`config.mk`:
```
export PLATFORM = sky130hd
export DESIGN_NAME = serial_pix_receiver_flat
export DESIGN_NICKNAME = d
export VERILOG_FILES = /design/src/rtl/serial_pix_receiver_pkg.sv /design/src/rtl/serial_pix_receiver_if.sv /design/src/rtl/serial_pix_receiver_edge_sync.sv /design/src/rtl/serial_pix_receiver.sv /design/src/flat_wrapper.sv
export SDC_FILE = /design/constraint.sdc
export NUM_CORES = 1
export LEC_CHECK = 0
export CAP_MARGIN = 10
export CORE_ASPECT_RATIO = 1.4
export CORE_MARGIN = 5
export CORE_UTILIZATION = 36
export CTS_BUF_LIST = sky130_fd_sc_hd__clkbuf_4 sky130_fd_sc_hd__clkbuf_8 sky130_fd_sc_hd__clkbuf_16
export CTS_CLUSTER_DIAMETER = 200
export CTS_CLUSTER_SIZE = 25
export DETAILED_ROUTE_END_ITERATION = 7
export GPL_ROUTABILITY_DRIVEN = 1
export PLACE_DENSITY = 0.61
export SLEW_MARGIN = 20
export SYNTH_ARGS = -nofsm -noshare
export SYNTH_HDL_FRONTEND = slang
export SYNTH_SLANG_ARGS = --single-unit
```
`constraint.sdc`:
```
create_clock -name clk -period 1.3 [get_ports clk]
set_input_delay 0.13 -clock clk [delete_from_list [all_inputs] [get_ports clk]]
set_output_delay 0.13 -clock clk [all_outputs]
set_load 0.02 [all_outputs]
```
`src/rtl/serial_pix_receiver_pkg.sv`:
```
// Shared types and constants for the serial pixel link receiver.
// State encoding, default word width and bit-counter sizing helper.
package serial_pix_receiver_pkg;

  typedef enum logic [1:0] {
    ST_IDLE   = 2'd0,
    ST_DATA   = 2'd1,
    ST_PARITY = 2'd2,
    ST_STOP   = 2'd3
  } state_t;

  localparam int DATA_W_DEF = 12;

  function automatic int cnt_width(input int w);
    return $clog2(w + 1);
  endfunction

  localparam int BIT_CNT_W = cnt_width(DATA_W_DEF);

endpackage

```
`src/rtl/serial_pix_receiver_if.sv`:
```
// Word-side valid/ready port of the serial pixel receiver.
// The receiver drives the master side, the pixel consumer the slave side.
interface serial_pix_receiver_if
  import serial_pix_receiver_pkg::*;
#(
  parameter int DATA_W = DATA_W_DEF
);
  logic [DATA_W-1:0] pix_data;
  logic              pix_valid;
  logic              pix_ready;

  modport master (output pix_data, output pix_valid, input pix_ready);
  modport slave  (input pix_data, input pix_valid, output pix_ready);
endinterface

```
`src/rtl/serial_pix_receiver_edge_sync.sv`:
```
// Two-flop synchronizer with a rising-edge pulse on the synchronized level.
// RST_VAL lets a high-idle line come out of reset without a false edge.
module edge_sync #(
  parameter logic RST_VAL = 1'b1
) (
  input  logic clk,
  input  logic rst,
  input  logic async_in,
  output logic sync,
  output logic rise
);
  logic meta;
  logic prev;

  always_ff @(posedge clk or posedge rst) begin
    if (rst) begin
      meta <= RST_VAL;
      sync <= RST_VAL;
      prev <= RST_VAL;
    end else begin
      meta <= async_in;
      sync <= meta;
      prev <= sync;
    end
  end

  assign rise = sync & ~prev;
endmodule

```
`src/rtl/serial_pix_receiver.sv`:
```
// Oversampling receiver for the Serck/Serot pixel link, delivering words on a valid/ready port.
// Define SERIAL_PIX_PARITY_EN to expect an even-parity bit between data and stop.
module serial_pix_receiver
  import serial_pix_receiver_pkg::*;
#(
  parameter int DATA_W  = DATA_W_DEF,
  parameter int TIMEOUT = 1024
) (
  input  logic                  clk,
  input  logic                  rst,
  input  logic                  Serck,
  input  logic                  Serot,
  serial_pix_receiver_if.master pix,
  output logic                  frame_err,
  output logic                  overrun,
  input  logic                  err_clr,
  output logic                  busy
);
  localparam int BCNT_W = cnt_width(DATA_W);
  localparam int TO_W   = $clog2(TIMEOUT);

  logic              rise;
  logic              ser_bit;
  logic              sck_level_unused;
  logic              sdo_rise_unused;
  state_t            state;
  logic [BCNT_W-1:0] bit_cnt;
  logic [TO_W-1:0]   to_cnt;
  logic [DATA_W-1:0] shift_p0;
  logic              deliver_p0;
  logic              err_p0;
`ifdef SERIAL_PIX_PARITY_EN
  logic              par_bad;
`endif

  edge_sync #(.RST_VAL(1'b1)) u_sck_sync (
    .clk      (clk),
    .rst      (rst),
    .async_in (Serck),
    .sync     (sck_level_unused),
    .rise     (rise)
  );

  edge_sync #(.RST_VAL(1'b1)) u_sdo_sync (
    .clk      (clk),
    .rst      (rst),
    .async_in (Serot),
    .sync     (ser_bit),
    .rise     (sdo_rise_unused)
  );

  assign busy = (state != ST_IDLE);

  // Stage p0: frame FSM, bit/timeout counters and shift register
  always_ff @(posedge clk or posedge rst) begin
    if (rst) begin
      state      <= ST_IDLE;
      bit_cnt    <= '0;
      to_cnt     <= '0;
      deliver_p0 <= 1'b0;
      err_p0     <= 1'b0;
`ifdef SERIAL_PIX_PARITY_EN
      par_bad    <= 1'b0;
`endif
    end else begin
      deliver_p0 <= 1'b0;
      err_p0     <= 1'b0;
      to_cnt     <= (state == ST_IDLE || rise) ? '0 : to_cnt + 1'b1;
      // abort on the cycle the idle count reaches TIMEOUT-1
      if (state != ST_IDLE && !rise && to_cnt == TO_W'(TIMEOUT - 2)) begin
        state  <= ST_IDLE;
        err_p0 <= 1'b1;
      end else if (rise) begin
        case (state)
          ST_IDLE: begin
            if (!ser_bit) begin
              state   <= ST_DATA;
              bit_cnt <= '0;
            end
          end
          ST_DATA: begin
            bit_cnt <= bit_cnt + 1'b1;
            if (bit_cnt == BCNT_W'(DATA_W - 1)) begin
`ifdef SERIAL_PIX_PARITY_EN
              state <= ST_PARITY;
`else
              state <= ST_STOP;
`endif
            end
          end
`ifdef SERIAL_PIX_PARITY_EN
          ST_PARITY: begin
            par_bad <= (^shift_p0) ^ ser_bit;
            state   <= ST_STOP;
          end
`endif
          ST_STOP: begin
            state <= ST_IDLE;
`ifdef SERIAL_PIX_PARITY_EN
            if (ser_bit && !par_bad) deliver_p0 <= 1'b1;
            else                     err_p0     <= 1'b1;
`else
            if (ser_bit) deliver_p0 <= 1'b1;
            else         err_p0     <= 1'b1;
`endif
          end
          default: state <= ST_IDLE;
        endcase
      end
    end
  end

  always_ff @(posedge clk) begin
    if (rise && state == ST_DATA) shift_p0 <= {shift_p0[DATA_W-2:0], ser_bit};
  end

  // Stage p1: word port, error pulse and sticky overrun
  always_ff @(posedge clk or posedge rst) begin
    if (rst) begin
      pix.pix_data  <= '0;
      pix.pix_valid <= 1'b0;
      frame_err     <= 1'b0;
      overrun       <= 1'b0;
    end else begin
      frame_err <= err_p0;
      if (deliver_p0) begin
        pix.pix_data  <= shift_p0;
        pix.pix_valid <= 1'b1;
      end else if (pix.pix_ready) begin
        pix.pix_valid <= 1'b0;
      end
      if (deliver_p0 && pix.pix_valid && !pix.pix_ready) overrun <= 1'b1;
      else if (err_clr)                                  overrun <= 1'b0;
    end
  end

endmodule

```
`src/flat_wrapper.sv`:
```
// flat-port wrapper written by rule: the top's interface ports become plain ports
module serial_pix_receiver_flat import serial_pix_receiver_pkg::*;
#(
  parameter int DATA_W  = DATA_W_DEF,
  parameter int TIMEOUT = 1024
)
  (clk, rst, Serck, Serot, frame_err, overrun, err_clr, busy, pix_pix_data, pix_pix_valid, pix_pix_ready);
  serial_pix_receiver_if #(.DATA_W(DATA_W)) pix_i ();
  input  logic clk;
  input  logic rst;
  input  logic Serck;
  input  logic Serot;
  output logic frame_err;
  output logic overrun;
  input  logic err_clr;
  output logic busy;
  output wire logic [$bits(pix_i.pix_data)-1:0] pix_pix_data;
  output wire logic [$bits(pix_i.pix_valid)-1:0] pix_pix_valid;
  input wire logic [$bits(pix_i.pix_ready)-1:0] pix_pix_ready;
  assign pix_pix_data = pix_i.pix_data;
  assign pix_pix_valid = pix_i.pix_valid;
  assign pix_i.pix_ready = pix_pix_ready;
  serial_pix_receiver #(.DATA_W(DATA_W), .TIMEOUT(TIMEOUT)) u_core (.clk(clk), .rst(rst), .Serck(Serck), .Serot(Serot), .pix(pix_i), .frame_err(frame_err), .overrun(overrun), .err_clr(err_clr), .busy(busy));
endmodule
```
* Word-level counts from Yosys, hierarchy flattened
Cells that the tools add are included.
** Cells by class
- $add $sub $neg :: 2
- Equality and inequality tests :: 7
- Multiplexer cells :: 20
- Bitwise operators :: 3
- Reduce and logical (&&, ||, !) cells :: 16
** Operators with widths (number)
- 2-to-1 mux 1 bit :: 12
- adder 10 x 1 -> 10 bit, second input constant :: 1
- equality test 10 bit, second input constant :: 1
- 2-to-1 mux 10 bit :: 1
- nonzero test 2 bit :: 5
- 2-to-1 mux 2 bit :: 4
- case mux 4 bit (2 select lines) :: 1
- logical AND 1 bit :: 5
- adder 4 x 1 -> 4 bit, second input constant :: 1
- equality test 4 bit, second input constant :: 1
- 2-to-1 mux 4 bit :: 1
- case mux 2 bit (2 select lines) :: 1
- AND reduction 4 bit :: 1
- inequality test 3 x 1 -> 1 bit, second input constant :: 1
- inequality test 3 bit, second input constant :: 1
- AND reduction 3 bit :: 1
- equality test 2 x 1 -> 1 bit, second input constant :: 1
- equality test 2 bit, second input constant :: 1
- logical NOT 1 bit :: 2
- logical NOT 2 bit :: 1
- inequality test 2 bit, second input constant :: 1
- inverter 1 bit :: 2
- bitwise AND 1 bit :: 1
- logical OR 1 bit :: 1
** Word-level totals
- Register bits :: 50
- Input port bits :: 6
- Output and inout port bits :: 16
- Word-level logic and storage cells :: 63

* Longest topological paths before layout
- Word-level depth :: 7
- Mapped depth :: 5
- Depth with buffers taken out :: 5

* Hierarchy
A second synthesis with hierarchy kept.
** Unflattened totals
- Cells, all modules :: 140
- Area total of the unflattened synthesis :: 1979.4 um2
** Modules (own cells, without submodules)
- serial_pix_receiver :: instances 1, cells each 130, area each 1786.7 um2, sequential area each 1186.1 um2
- edge_sync :: instances 2, cells each 5, area each 96.3 um2, sequential area each 78.8 um2

* Worst setup path after synthesis
No wires, ideal clock.
- Path kind :: register -> register
- Start :: register u_core.u_sck_sync.sync
- End :: register u_core.bit_cnt[0]
- Library setup time :: 0.125 ns
- Arrival :: 1.199 ns
- Data required time :: 1.175 ns
- Slack :: -0.023 ns
- Stages on the path, launching flop included :: 4
- Path buffers :: 0
- Period minus slack after synthesis :: 1.323 ns
- Cell sequence :: dfstp_2 -> nor3b_1 -> o21ai_0 -> mux2_2
** On the way
- Word-level cells in the longest chain between the ends :: 6
** Ends and longest elaborated chain
- from (decl) :: line serial_pix_receiver_edge_sync.sv:9 : output logic sync,
- from (signal assigned) :: line serial_pix_receiver_edge_sync.sv:22 : sync <= meta;
- bitwise AND 1 bit * :: line serial_pix_receiver_edge_sync.sv:27 : assign rise = sync & ~prev;
- logical NOT 1 bit :: line serial_pix_receiver.sv:70 : if (state != ST_IDLE && !rise && to_cnt == TO_W'(TIMEOUT - 2)) begin
- logical AND 1 bit (2 in a row) :: line serial_pix_receiver.sv:70
- inverter 1 bit (no source line)
- AND reduction 4 bit (no source line) *
- to (signal assigned) :: line serial_pix_receiver.sv:82 : bit_cnt <= bit_cnt + 1'b1;
- to (decl) :: line serial_pix_receiver.sv:27 : logic [BCNT_W-1:0] bit_cnt;
Mark *: on every way between the ends. The rest lies on a longest branch, timed or not.
A chain may end at the register's enable or synchronous reset.

* Worst setup path after layout
- Start :: register u_core.u_sck_sync.prev
- End :: register u_core.bit_cnt[0]
** On the way
- Word-level cells in the longest chain between the ends :: 7
** Ends and longest elaborated chain
- from (decl) :: line serial_pix_receiver_edge_sync.sv:13 : logic prev;
- from (signal assigned) :: line serial_pix_receiver_edge_sync.sv:23 : prev <= sync;
- inverter 1 bit * :: line serial_pix_receiver_edge_sync.sv:27
- bitwise AND 1 bit * :: line serial_pix_receiver_edge_sync.sv:27
- logical NOT 1 bit :: line serial_pix_receiver.sv:70
- logical AND 1 bit (2 in a row) :: line serial_pix_receiver.sv:70
- inverter 1 bit (no source line)
- AND reduction 4 bit (no source line) *
Marked as above.

==> metrics.md <==
| Metric | Value |
|---|---|
| Status | finished with violations |
| Failing checks | negative setup slack |
| Final Non-Filler Cells | ~250 |
| MaxCap Viol Count | 0 |
| Post-Syn Area | around 0.0019 sq mm |
| CP Launch Type | register |
| Die Ht | 96.1 um |
| Power Dens Cells | about 1400 mW/mm^2 |
| Mapped Cells | ~130 |
| Unrepaired setup endpoints after global routing | yes |
| Clock sinks | 50 |
| Worst slew pin tran | about 0.53 ns |
| Vias in the first global route | approximately 1.3k |
| Drt wl/cell | 14.3 um |
| Via/cell ratio | 4.94 |
| Num rows | 31 |
| Syn Nets | 141 |
| Worst Clk Skew | about 0.0040 ns |
| CTS Buf Count | 5 |
| Hold Crit Class | in2async |
| Global placer's final weighted congestion | 0.765 |
| Core ar. | about 0.0052 sq mm |
| Residual DRC count | 0 |
| Ys async rst share | 0.760 |
| Synth Area per Inst | 14.4 sq um |
| P_leak | 1.18 nW |
| CP Max Fanout | 7 |
| Number of fill cells in the layout | between 400 and 500 |
| Chip Width | 71.5 um |
| Most frequent cells in the layout | dfrtp_1 (33), dlygate4sd2_1 (15), buf_4 (14) |
| Max incr delay on CP | 0.56 ns |
| Drt pass-1 iters | 2 |
| Final WL | between 3000 and 4000 um |
| Multi-input logic area | around 650 sq um |
| Htree depth | 2 |
| Final Max Tran Viols | 0 |
| Cts hold-fix bufs | 0 |
| Critical Path Sink Type | register |
| Top post-synthesis cells by area | dfrtp_1 (43%), edfxtp_1 (19%), mux2_2 (7.7%), dfstp_2 (6.9%), a21oi_1 (2.1%) |
| Final Util | 0.499 |
| Crit path cell chain | and4bb_4 > clkbuf_16 > mux2_2 |
| Layout cell share with drive strength beyond 1 | 0.370 |
| Final number of setup-violating endpoints | 6 |
| TritonCTS clock tree | done |
| Final setup margin | -0.0493 ns |
| Slew HR | 0.645 |
| Final min period | 1.35 ns |
| First-pass GRT wire length | ~5800 um |
| Worst-path clk slew | around 0.080 ns |
| CP Data Required Time | between 1 and 1.5 ns |
| Most common cell after layout, fill and taps aside | dfrtp_1 |
| Clock Latency Late Sink | between 0.2 and 0.3 ns |
| Initial Util | 0.369 |
| P&R area growth vs syn | 35.0% |
| Synthesis Warnings | 0 |
| Grt ovf | 0 |
| Max rail drop VDD | 0.747 mV |
| Vias post-DR | 1220 |
| Final period utilization | 1.04 |
| Gr usage total | 0.108 |
| Worst r2r src | u_core.u_sck_sync.prev$_DFF_PP1_ |
| Die area | just under 0.007 sq mm |
| Post-synth top area share | 0.433 |
| Final HPWL DP | between 2000 and 2500 um |
| Main flop type after synthesis | dfrtp_1 |
| Slowest stage cell, crit path | dfstp_2 |
| Drt initial violations | 47 |
| #FFs+latches synth | 50 |
| EDFF count, synth | 12 |
| Cell total after placement | around 230 |
| Bufs on Longest Clock Path | 2 |
| Number of antenna violations at the first check in global routing | 0 |
| Root Buffer | clkbuf_8 |
| Layout Nets | about 190 |
| Sequential fraction of the synthesis area | 0.691 |
| # port buffers | 21 |
| N_diodes | 0 |
| I/O Pins | 22 |
| Critical path type | reg2reg |
| Synth area leader | dfrtp_1 |
| DRT antenna net count | 0 |
| Arr. time, crit path | 1.53 ns |
| Yosys cell types | 32 |
| Maximum number of pins on one net before global-route repair | 39 |
| Flip-flop and latch area | between 0.001 and 0.0015 sq mm |
| Max frequency | ~740 MHz |
| Final setup TNS | -0.132 ns |
| Worst setup path start | u_core.u_sck_sync.prev$_DFF_PP1_ |
| Final hold vios | 0 |
state kept, by name, indices dropped and copies added (netlist names):
register	count
u_core.pix.pix_data	12
u_core.shift_p0	12
u_core.to_cnt	10
u_core.bit_cnt	4
u_core.state	2
u_core.deliver_p0	1
u_core.err_p0	1
u_core.frame_err	1
u_core.overrun	1
u_core.pix.pix_valid	1
u_core.u_sck_sync.meta	1
u_core.u_sck_sync.prev	1
u_core.u_sck_sync.sync	1
u_core.u_sdo_sync.meta	1
u_core.u_sdo_sync.sync	1
layer usage:
metal,up-vias,part of all wire,GRT usage,wire length (um)
li1,576,-,-,-
met1,604,0.38,0.116,1330
met2,32,0.54,0.189,1890
met3,8,0.063,0.0428,222
met4,0,0.023,0.0455,82
met5,-,0,0,0
what timing repair did:
item / CTS / global route
setup endpoints to repair: 38 / 23
pin swaps: 5 / 4
buffers inserted: 5 / 2
gates resized for setup: 34 / 10
gates cloned: 0 / 1
critical path: cells and delay by family, from the launching register on:
| kind | cells | cell delay (ns) |
|---|---|---|
| buffers and inverters | 1 | 0.16 |
| DFF | 1 | 0.56 |
| and+or+nand+nor | 1 | 0.26 |
| muxes | 1 | 0.25 |
cells in the mapped netlist, types with 2 or more instances:
cell type,instances
inv_1,8
or3_1,4
ha_1,3
mux2_2,13
o21ai_0,5
nor2_1,7
nor2b_1,3
dfstp_2,5
a21oi_1,8
dfrtp_1,33
nand3_1,5
o2bb2ai_1,3
nand4_2,2
edfxtp_1,12
xnor2_1,2
nand2_1,2
nor3b_1,2
layout make-up:
class | count | area share
Clock buffer | 7 | 0.0326
Clock inverter | 1 | 0.00292
Inverter | 8 | 0.0117
Multi-Input combinational cell | 73 | 0.252
Sequential cell | 50 | 0.512
Tap cell | 66 | 0.0321
Timing Repair Buffer | 42 | 0.156
path summary, 6_finish.rpt:
kind | to | depth (start not counted) | slack [ns]
max reg2reg | u_core.bit_cnt[0]$_DFFE_PP0P_ | 3 | -0.05
min reg2reg | u_core.u_sck_sync.sync$_DFF_PP1_ | 0 | 0.36
min | u_core.pix.pix_data[1]$_DFFE_PP0P_ | 3 | 0.18
max | u_core.bit_cnt[0]$_DFFE_PP0P_ | 3 | -0.05
max in group asynchronous | u_core.u_sck_sync.sync$_DFF_PP1_ | 3 | 0.86
min in group clk | u_core.u_sdo_sync.meta$_DFF_PP1_ | 1 | 0.24
through the flow:
step                instance area (sq um)  total power [mW]  setup WS [ns]  hold slack [ns]
global route                         2570              3.74        -0.0699            0.195
detailed placement                   2300              2.55         -0.164            0.347
CTS                                  2490              3.53      -0.000345            0.181
global placement                     2300              2.51        -0.0634            0.335
floorplan                            1910              2.27        0.00908            0.134
finish                               2570              3.52        -0.0493            0.180
cells by family (layout without fill, tap and decap cells):
group	after synthesis	after routing	share of synthesized area
adder cells (fa/ha/maj)	3	3	0.0197
multiplexers	14	14	0.0821
AO/OA/AOI/OAI	22	22	0.0749
AND/OR/NAND/NOR	31	31	0.0998
buffers and inverters	9	58	0.0184
flip-flops	50	50	0.691
XOR/XNOR	3	3	0.0138
power by group:
part,internal (mW),total (mW),switching (mW)
registers,1.79,1.95,0.160
clock network,0.423,0.885,0.462
logic,0.368,0.686,0.317
No activity file was read; power rests on OpenSTA's default activity.
